### src/rtl/ex_stage_if.sv
// ex_stage_if: bundle of all non-clock/reset signals of the execute stage.
//   *_i signals : ID/EX operands and control, MEM/WB writeback, memory stall
//   *_o signals : registered EX/MEM outputs, combinational upstream hold,
//                 and the multiplier FSM state for observation
// Handshake: there is no valid/ready pair here. The stage advances every
// cycle unless held. mem_stall_i freezes the EX/MEM register. ex_stall_o asks
// the upstream stages to hold the instruction currently presented to EX.
// modport master drives the *_i side; modport slave is the execute stage.
interface ex_stage_if;
  logic        mem_stall_i;
  logic        RegWrite_i;
  logic        MemtoReg_i;
  logic        MemRead_i;
  logic        MemWrite_i;
  logic        ALUSrc_i;
  logic [1:0]  ALUOp_i;
  logic [31:0] rs1_data_i;
  logic [31:0] rs2_data_i;
  logic [31:0] imm_i;
  logic [4:0]  rs1_addr_i;
  logic [4:0]  rs2_addr_i;
  logic [4:0]  rd_addr_i;
  logic [9:0]  funct_i;
  logic        wb_RegWrite_i;
  logic [4:0]  wb_rd_addr_i;
  logic [31:0] wb_data_i;

  logic        RegWrite_o;
  logic        MemtoReg_o;
  logic        MemRead_o;
  logic        MemWrite_o;
  logic [31:0] ALU_result_o;
  logic [31:0] rs2_data_o;
  logic [4:0]  rd_addr_o;
  logic        ex_stall_o;
  logic [1:0]  mul_state_o;

  modport master (
    output mem_stall_i, RegWrite_i, MemtoReg_i, MemRead_i, MemWrite_i,
           ALUSrc_i, ALUOp_i, rs1_data_i, rs2_data_i, imm_i, rs1_addr_i,
           rs2_addr_i, rd_addr_i, funct_i, wb_RegWrite_i, wb_rd_addr_i,
           wb_data_i,
    input  RegWrite_o, MemtoReg_o, MemRead_o, MemWrite_o, ALU_result_o,
           rs2_data_o, rd_addr_o, ex_stall_o, mul_state_o
  );

  modport slave (
    input  mem_stall_i, RegWrite_i, MemtoReg_i, MemRead_i, MemWrite_i,
           ALUSrc_i, ALUOp_i, rs1_data_i, rs2_data_i, imm_i, rs1_addr_i,
           rs2_addr_i, rd_addr_i, funct_i, wb_RegWrite_i, wb_rd_addr_i,
           wb_data_i,
    output RegWrite_o, MemtoReg_o, MemRead_o, MemWrite_o, ALU_result_o,
           rs2_data_o, rd_addr_o, ex_stall_o, mul_state_o
  );
endinterface

### src/rtl/ex_stage.sv
// ex_stage: execute stage of the five-stage RISC-V pipeline.
// Resolves operand forwarding (EX/MEM first, then MEM/WB), decodes the ALU
// operation from ALUOp/funct, computes the result (mul via a 32-iteration
// shift-add multiplier) and registers result + control into EX/MEM.
// Ports:
//   clk_i  : clock, rising edge
//   rst_i  : synchronous active-high reset
//   bus    : ex_stage_if.slave (ID/EX inputs, WB forwarding, EX/MEM outputs,
//            ex_stall_o upstream hold, mul_state_o FSM state)
module ex_stage (
  input logic     clk_i,
  input logic     rst_i,
  ex_stage_if.slave bus
);

  typedef enum logic [1:0] {
    S_IDLE = 2'd0,
    S_BUSY = 2'd1,
    S_DONE = 2'd2
  } mul_state_t;

  mul_state_t  state_q, state_d;
  logic [4:0]  mul_cnt;
  logic [31:0] mul_acc, mul_mcand, mul_mplier;
  logic        mul_start, mul_busy, ex_stall;

  // ---------------- forwarding ----------------
  logic        fwd_a_ex, fwd_a_wb, fwd_b_ex, fwd_b_wb;
  logic [31:0] op_a, op_b, alu_b, alu_res;
  logic        is_mul;

  assign fwd_a_ex = bus.RegWrite_o && (bus.rd_addr_o != 5'd0) &&
                    (bus.rd_addr_o == bus.rs1_addr_i);
  assign fwd_a_wb = bus.wb_RegWrite_i && (bus.wb_rd_addr_i != 5'd0) &&
                    (bus.wb_rd_addr_i == bus.rs1_addr_i);
  assign fwd_b_ex = bus.RegWrite_o && (bus.rd_addr_o != 5'd0) &&
                    (bus.rd_addr_o == bus.rs2_addr_i);
  assign fwd_b_wb = bus.wb_RegWrite_i && (bus.wb_rd_addr_i != 5'd0) &&
                    (bus.wb_rd_addr_i == bus.rs2_addr_i);

  always_comb begin
    if (fwd_a_ex)      op_a = bus.ALU_result_o;
    else if (fwd_a_wb) op_a = bus.wb_data_i;
    else               op_a = bus.rs1_data_i;
    if (fwd_b_ex)      op_b = bus.ALU_result_o;
    else if (fwd_b_wb) op_b = bus.wb_data_i;
    else               op_b = bus.rs2_data_i;
  end

  assign alu_b  = bus.ALUSrc_i ? bus.imm_i : op_b;
  assign is_mul = (bus.ALUOp_i == 2'b10) && (bus.funct_i == 10'b0000001_000);

  // ---------------- ALU ----------------
  // The mul arm returns the accumulator; it is only captured in DONE, where
  // the accumulator holds the finished product.
  always_comb begin
    alu_res = 32'd0;
    case (bus.ALUOp_i)
      2'b00, 2'b01: alu_res = op_a + alu_b;
      2'b10: begin
        case (bus.funct_i)
          10'b0000000_000: alu_res = op_a + alu_b;
          10'b0100000_000: alu_res = op_a - alu_b;
          10'b0000000_111: alu_res = op_a & alu_b;
          10'b0000000_100: alu_res = op_a ^ alu_b;
          10'b0000000_001: alu_res = op_a << alu_b[4:0];
          10'b0000001_000: alu_res = mul_acc;
          default:         alu_res = 32'd0;
        endcase
      end
      2'b11: begin
        case (bus.funct_i[2:0])
          3'b000:  alu_res = op_a + alu_b;
          3'b101:  alu_res = $signed(op_a) >>> bus.imm_i[4:0];
          default: alu_res = 32'd0;
        endcase
      end
      default: alu_res = 32'd0;
    endcase
  end

  // ---------------- multiplier FSM ----------------
  always_ff @(posedge clk_i) begin
    if (rst_i) state_q <= S_IDLE;
    else       state_q <= state_d;
  end

  always_comb begin
    state_d = state_q;
    case (state_q)
      S_IDLE:  if (is_mul && !bus.mem_stall_i) state_d = S_BUSY;
      S_BUSY:  if (mul_cnt == 5'd31)           state_d = S_DONE;
      S_DONE:  if (!bus.mem_stall_i)           state_d = S_IDLE;
      default: state_d = S_IDLE;
    endcase
  end

  always_comb begin
    ex_stall  = ((state_q == S_IDLE) && is_mul) || (state_q == S_BUSY);
    mul_start = (state_q == S_IDLE) && is_mul && !bus.mem_stall_i;
    mul_busy  = (state_q == S_BUSY);
  end

  // Operands are latched at start, so later forwarding changes (EX/MEM
  // draining to bubbles) cannot disturb the multiply.
  always_ff @(posedge clk_i) begin
    if (rst_i) begin
      mul_cnt    <= 5'd0;
      mul_acc    <= 32'd0;
      mul_mcand  <= 32'd0;
      mul_mplier <= 32'd0;
    end else if (mul_start) begin
      mul_cnt    <= 5'd0;
      mul_acc    <= 32'd0;
      mul_mcand  <= op_a;
      mul_mplier <= op_b;
    end else if (mul_busy) begin
      if (mul_mplier[0]) mul_acc <= mul_acc + mul_mcand;
      mul_mcand  <= mul_mcand << 1;
      mul_mplier <= mul_mplier >> 1;
      mul_cnt    <= mul_cnt + 5'd1;
    end
  end

  assign bus.ex_stall_o  = ex_stall;
  assign bus.mul_state_o = state_q;

  // ---------------- EX/MEM register ----------------
  always_ff @(posedge clk_i) begin
    if (rst_i) begin
      bus.RegWrite_o   <= 1'b0;
      bus.MemtoReg_o   <= 1'b0;
      bus.MemRead_o    <= 1'b0;
      bus.MemWrite_o   <= 1'b0;
      bus.ALU_result_o <= 32'd0;
      bus.rs2_data_o   <= 32'd0;
      bus.rd_addr_o    <= 5'd0;
    end else if (bus.mem_stall_i) begin
      // hold
    end else if (ex_stall) begin
      bus.RegWrite_o   <= 1'b0;
      bus.MemtoReg_o   <= 1'b0;
      bus.MemRead_o    <= 1'b0;
      bus.MemWrite_o   <= 1'b0;
      bus.ALU_result_o <= 32'd0;
      bus.rs2_data_o   <= 32'd0;
      bus.rd_addr_o    <= 5'd0;
    end else begin
      bus.RegWrite_o   <= bus.RegWrite_i;
      bus.MemtoReg_o   <= bus.MemtoReg_i;
      bus.MemRead_o    <= bus.MemRead_i;
      bus.MemWrite_o   <= bus.MemWrite_i;
      bus.ALU_result_o <= alu_res;
      bus.rs2_data_o   <= op_b;
      bus.rd_addr_o    <= bus.rd_addr_i;
    end
  end

endmodule

### src/flat_wrapper.sv
// flat-port wrapper written by rule: the top's interface ports become plain ports
module ex_stage_flat 
  (clk_i, rst_i, bus_mem_stall_i, bus_RegWrite_i, bus_MemtoReg_i, bus_MemRead_i, bus_MemWrite_i, bus_ALUSrc_i, bus_ALUOp_i, bus_rs1_data_i, bus_rs2_data_i, bus_imm_i, bus_rs1_addr_i, bus_rs2_addr_i, bus_rd_addr_i, bus_funct_i, bus_wb_RegWrite_i, bus_wb_rd_addr_i, bus_wb_data_i, bus_RegWrite_o, bus_MemtoReg_o, bus_MemRead_o, bus_MemWrite_o, bus_ALU_result_o, bus_rs2_data_o, bus_rd_addr_o, bus_ex_stall_o, bus_mul_state_o);
  ex_stage_if bus_i ();
  input logic clk_i;
  input logic rst_i;
  input wire logic [$bits(bus_i.mem_stall_i)-1:0] bus_mem_stall_i;
  input wire logic [$bits(bus_i.RegWrite_i)-1:0] bus_RegWrite_i;
  input wire logic [$bits(bus_i.MemtoReg_i)-1:0] bus_MemtoReg_i;
  input wire logic [$bits(bus_i.MemRead_i)-1:0] bus_MemRead_i;
  input wire logic [$bits(bus_i.MemWrite_i)-1:0] bus_MemWrite_i;
  input wire logic [$bits(bus_i.ALUSrc_i)-1:0] bus_ALUSrc_i;
  input wire logic [$bits(bus_i.ALUOp_i)-1:0] bus_ALUOp_i;
  input wire logic [$bits(bus_i.rs1_data_i)-1:0] bus_rs1_data_i;
  input wire logic [$bits(bus_i.rs2_data_i)-1:0] bus_rs2_data_i;
  input wire logic [$bits(bus_i.imm_i)-1:0] bus_imm_i;
  input wire logic [$bits(bus_i.rs1_addr_i)-1:0] bus_rs1_addr_i;
  input wire logic [$bits(bus_i.rs2_addr_i)-1:0] bus_rs2_addr_i;
  input wire logic [$bits(bus_i.rd_addr_i)-1:0] bus_rd_addr_i;
  input wire logic [$bits(bus_i.funct_i)-1:0] bus_funct_i;
  input wire logic [$bits(bus_i.wb_RegWrite_i)-1:0] bus_wb_RegWrite_i;
  input wire logic [$bits(bus_i.wb_rd_addr_i)-1:0] bus_wb_rd_addr_i;
  input wire logic [$bits(bus_i.wb_data_i)-1:0] bus_wb_data_i;
  output wire logic [$bits(bus_i.RegWrite_o)-1:0] bus_RegWrite_o;
  output wire logic [$bits(bus_i.MemtoReg_o)-1:0] bus_MemtoReg_o;
  output wire logic [$bits(bus_i.MemRead_o)-1:0] bus_MemRead_o;
  output wire logic [$bits(bus_i.MemWrite_o)-1:0] bus_MemWrite_o;
  output wire logic [$bits(bus_i.ALU_result_o)-1:0] bus_ALU_result_o;
  output wire logic [$bits(bus_i.rs2_data_o)-1:0] bus_rs2_data_o;
  output wire logic [$bits(bus_i.rd_addr_o)-1:0] bus_rd_addr_o;
  output wire logic [$bits(bus_i.ex_stall_o)-1:0] bus_ex_stall_o;
  output wire logic [$bits(bus_i.mul_state_o)-1:0] bus_mul_state_o;
  assign bus_i.mem_stall_i = bus_mem_stall_i;
  assign bus_i.RegWrite_i = bus_RegWrite_i;
  assign bus_i.MemtoReg_i = bus_MemtoReg_i;
  assign bus_i.MemRead_i = bus_MemRead_i;
  assign bus_i.MemWrite_i = bus_MemWrite_i;
  assign bus_i.ALUSrc_i = bus_ALUSrc_i;
  assign bus_i.ALUOp_i = bus_ALUOp_i;
  assign bus_i.rs1_data_i = bus_rs1_data_i;
  assign bus_i.rs2_data_i = bus_rs2_data_i;
  assign bus_i.imm_i = bus_imm_i;
  assign bus_i.rs1_addr_i = bus_rs1_addr_i;
  assign bus_i.rs2_addr_i = bus_rs2_addr_i;
  assign bus_i.rd_addr_i = bus_rd_addr_i;
  assign bus_i.funct_i = bus_funct_i;
  assign bus_i.wb_RegWrite_i = bus_wb_RegWrite_i;
  assign bus_i.wb_rd_addr_i = bus_wb_rd_addr_i;
  assign bus_i.wb_data_i = bus_wb_data_i;
  assign bus_RegWrite_o = bus_i.RegWrite_o;
  assign bus_MemtoReg_o = bus_i.MemtoReg_o;
  assign bus_MemRead_o = bus_i.MemRead_o;
  assign bus_MemWrite_o = bus_i.MemWrite_o;
  assign bus_ALU_result_o = bus_i.ALU_result_o;
  assign bus_rs2_data_o = bus_i.rs2_data_o;
  assign bus_rd_addr_o = bus_i.rd_addr_o;
  assign bus_ex_stall_o = bus_i.ex_stall_o;
  assign bus_mul_state_o = bus_i.mul_state_o;
  ex_stage u_core (.clk_i(clk_i), .rst_i(rst_i), .bus(bus_i));
endmodule
### config.mk
export PLATFORM = sky130hd
export DESIGN_NAME = ex_stage_flat
export DESIGN_NICKNAME = d
export VERILOG_FILES = /design/src/rtl/ex_stage_if.sv /design/src/rtl/ex_stage.sv /design/src/flat_wrapper.sv
export SDC_FILE = /design/constraint.sdc
export NUM_CORES = 1
export LEC_CHECK = 0
export CORE_UTILIZATION = 27
export CTS_CLUSTER_SIZE = 8
export DETAILED_ROUTE_END_ITERATION = 12
export GPL_ROUTABILITY_DRIVEN = 0
export PLACE_DENSITY = 0.56
export SYNTH_ARGS = -nofsm -noshare
export SYNTH_HDL_FRONTEND = slang
export SYNTH_SLANG_ARGS = --single-unit
### constraint.sdc
create_clock -name clk_i -period 5.53 [get_ports clk_i]
set_input_delay 1.106 -clock clk_i [delete_from_list [all_inputs] [get_ports clk_i]]
set_output_delay 1.106 -clock clk_i [all_outputs]
set_load 0.03 [all_outputs]
==> impl_metrics.yaml <==
synth:
  synth_fp_nets: 3111
  postSynthCellCount: 2846
  synthXorXnorAreaFrac_pct: 3.59
  synth_top_cell_area_share_pct: 18.1
  yosys_most_used_dff: "dfxtp_1"
  syn-cell-area_mm2: 0.0195
  synth_top_family_by_area: "compound AO/OA/AOI/OAI gates"
  synth.avg_cell_area_um2: 6.85
  seq_area_frac_synth_pct: 18.1
  ys_seq_elements: 176
  synth_warnings: 0
  synth_edf_count: 0
  synth-compound-area-share_pct: 30.7
  synthArstFlopShare_pct: 0
  synthMuxAreaShare_pct: 10.7
  synthSimpleGateAreaFrac_pct: 24.8
  synth.most_common_cell: "nand2_1"
  synth_adder_area_share_pct: 6.25
  synth_largest_area_cell: "dfxtp_1"
  synthTopCellsByArea: "dfxtp_1 (18%), nand2_1 (9.0%), mux2i_1 (8.7%), nor2_1 (6.4%), a21oi_1 (6.2%)"
  synthTopCellsByCount: "nand2_1 (467), nor2_1 (333), a21oi_1 (242)"
  yosysUniqueCellTypes: 98
layout:
  fin_area_mm2: 0.0273
  fillers: 7516
  register_area_mm2: 0.00352
  nNetsFinal: 3679
  area.growth.synth_to_final_pct: 39.7
  drive_gt1_share_pct: 19.6
  multiInputGateArea_mm2: 0.0151
clock_network:
  max-clock-path-buffers: 2
  cts-root-buf: "clkbuf_16"
  path_clk_slew_ns: 0.09
  numCtsBuffers: 17
  cts_max_level: 4
  insertion_delay_ns: 0.51
  clock_sinks: 176
  hold_buffers: 0
  cts_tree: "built"
critical_path:
  reg2reg_from: "u_core.bus.rd_addr_o[4]"
  cp_data_required_time_ns: 5.93
  critical_path_class: "input port to flip-flop"
  endpoint_kind: "flip-flop"
  critPathLaunchType: "input port"
  startpoint: "bus_wb_rd_addr_i[0]"
  arrival_ns: 5.82
  r2r_setup_slack_ns: 0.69
  critPathMaxFanout: 5
global_route:
  top_usage_layer: "met2"
  met1_usage_pct: 37.4
  grt_pass1_vias: 23842
  grt_pass1_wl_mm: 158
  met3_usage_pct: 8.56
  antenna_found_initial: 2
  grt_remaining_overflow: 0
  grt_max_degree: 105
  met2_usage_pct: 41.8
  grt_use_total_pct: 28.7
routing:
  wl_per_cell_um: 24.8
  via_per_inst: 5.82
  vias: 25462
  drc: 0
  dr.pass1.iters: 7
  drtIter0Drc: 3209
  drt_wl_total_mm: 109
  ant_nets: 0
floorplan:
  core_mm2: 0.0715
  die_h_um: 271
  pin_count: 245
  dieArea_mm2: 0.0733
  die_w_um: 271
  row_count: 98
  start_util_pct: 27.3
timing:
  hold_viol: 0
  whs_ns: 0.470
  worst_pin_slew_ns: 0.937
  setup_viol: 0
  finalCriticalPeriod_ns: 5.42
  max_clock_freq_ghz: 0.184
  rsz0062_at_grt: "yes"
  skew_ns: 0.0165
  relSlewSlack_pct: 37.5
  period_share_pct: 98.0
  final_max_slew_viol_count: 0
  setup_slack_ns: 0.110
placed_design:
  placed_cell_area_mm2: 0.0264
  numPortBuffers: 244
  hpwlAfterDp_mm: 85.6
  place_ws_ns: -0.487
outcome:
  status: "completed"
power_and_ir_drop:
  vdd_ir_drop_max_mv: 0.249
  power.leakage_nw: 11.3
  power_density_mw_per_mm2: 195
worst_hold_path:
  min_from: "u_core.mul_mplier[31]"
  hold_path.class: "flip-flop to flip-flop"
flow_run:
  drv_cap: 0
## kinds of logic (layout without fill, tap and decap cells)
logic type               Yosys count  count (layout)
AND/OR/NAND/NOR                 1115            1115
AO/OA/AOI/OAI                    881             881
buffers and inverters            304             885
multiplexers                     193             193
flip-flops                       176             176
adder cells (fa/ha/maj)           97              97
XOR/XNOR                          80              80
other                              0               1
## through the flow
stage / instances / utilization, % / power, mW / TNS [ns]
floorplan: 2846 / - / 2.59 / 0
detailed placement: 4339 / 36.9 / 3.86 / -6.82
global route: 4378 / 38.1 / 5.50 / -0.0613
finish: 4378 / 38.1 / 5.32 / 0
global placement: 4339 / 36.9 / 3.86 / -5.80
CTS: 4371 / 37.7 / 5.21 / 0
## what timing repair did
action	in CTS	in global routing
buffers inserted	0	6
resized for setup	0	48
endpoints found under the setup margin	0	19
## flip-flops by register name, indices dropped and copies added, names as in the netlist, 2 cells and up
name	count
u_core.bus.ALU_result_o	32
u_core.bus.rs2_data_o	32
u_core.mul_acc	32
u_core.mul_mcand	32
u_core.mul_mplier	32
u_core.bus.rd_addr_o	5
u_core.mul_cnt	5
u_core.bus.mul_state_o	2
## critical path, stage by stage
cell and delay (ns):
clkdlybuf4s50_1 0.46, or4_4 0.60, buf_4 0.16, o211a_1 0.25, nand3_1 0.13, a311oi_2 0.14, nor2_1 0.15, inv_1 0.07
ha_1 0.37, nor2_1 0.08, buf_4 0.13, nand2_1 0.08, nor4_1 0.05, nor3_1 0.26, buf_4 0.19, nand3_1 0.10
a311o_2 0.41, buf_4 0.17, a21o_1 0.19, mux2i_2 0.24, xnor2_1 0.14, a211oi_2 0.27, a21oi_1 0.06
## layout by cell type (no fill, tap or decap), types with 37 or more instances in the layout
| cell | count |
|---|---|
| a21o_1 | 46 |
| ha_1 | 90 |
| mux2i_1 | 167 |
| dfxtp_1 | 176 |
| clkdlybuf4s50_1 | 238 |
| inv_1 | 85 |
| xnor2_1 | 70 |
| o21ai_0 | 142 |
| buf_4 | 506 |
| nand3_1 | 84 |
| nor2_1 | 329 |
| nor3_1 | 77 |
| a311oi_1 | 64 |
| a21oi_1 | 235 |
| nand2_1 | 464 |
| a22oi_1 | 37 |
| a31oi_1 | 49 |
## final timing paths
check                                      to  cells after the start
setup reg to reg  u_core.bus.ALU_result_o[24]                     21
hold reg to reg         u_core.mul_mplier[31]                      2
hold / removal          u_core.mul_mplier[31]                      2
setup / recovery  u_core.bus.ALU_result_o[17]                     23
## final cells by class
class                   count  share of cell area [%]
diodes                      1                 0.00918
flip-flops and latches    176                    12.9
multi-input cells        2366                    55.4
clock inverters            15                   0.712
repair buffers            762                    23.8
clock buffers              17                    1.56
inverters                  91                    1.25
well taps                 950                    4.36
## report_power, final
part / leakage, nW / internal (mW) / switching [mW]
combinational: 9.62 / 1.11 / 1.46
sequential: 1.43 / 1.31 / 0.0932
clock: 0.301 / 0.625 / 0.726
## per-layer routing
| metal | vias to the layer above | routed length (µm) |
|---|---|---|
| met3 | 386 | 12500 |
| met5 | - | 13 |
| met4 | 2 | 7040 |
| met1 | 11861 | 44500 |
| li1 | 11558 | - |
| met2 | 1655 | 44500 |
Power figures use the tool's default switching activity.
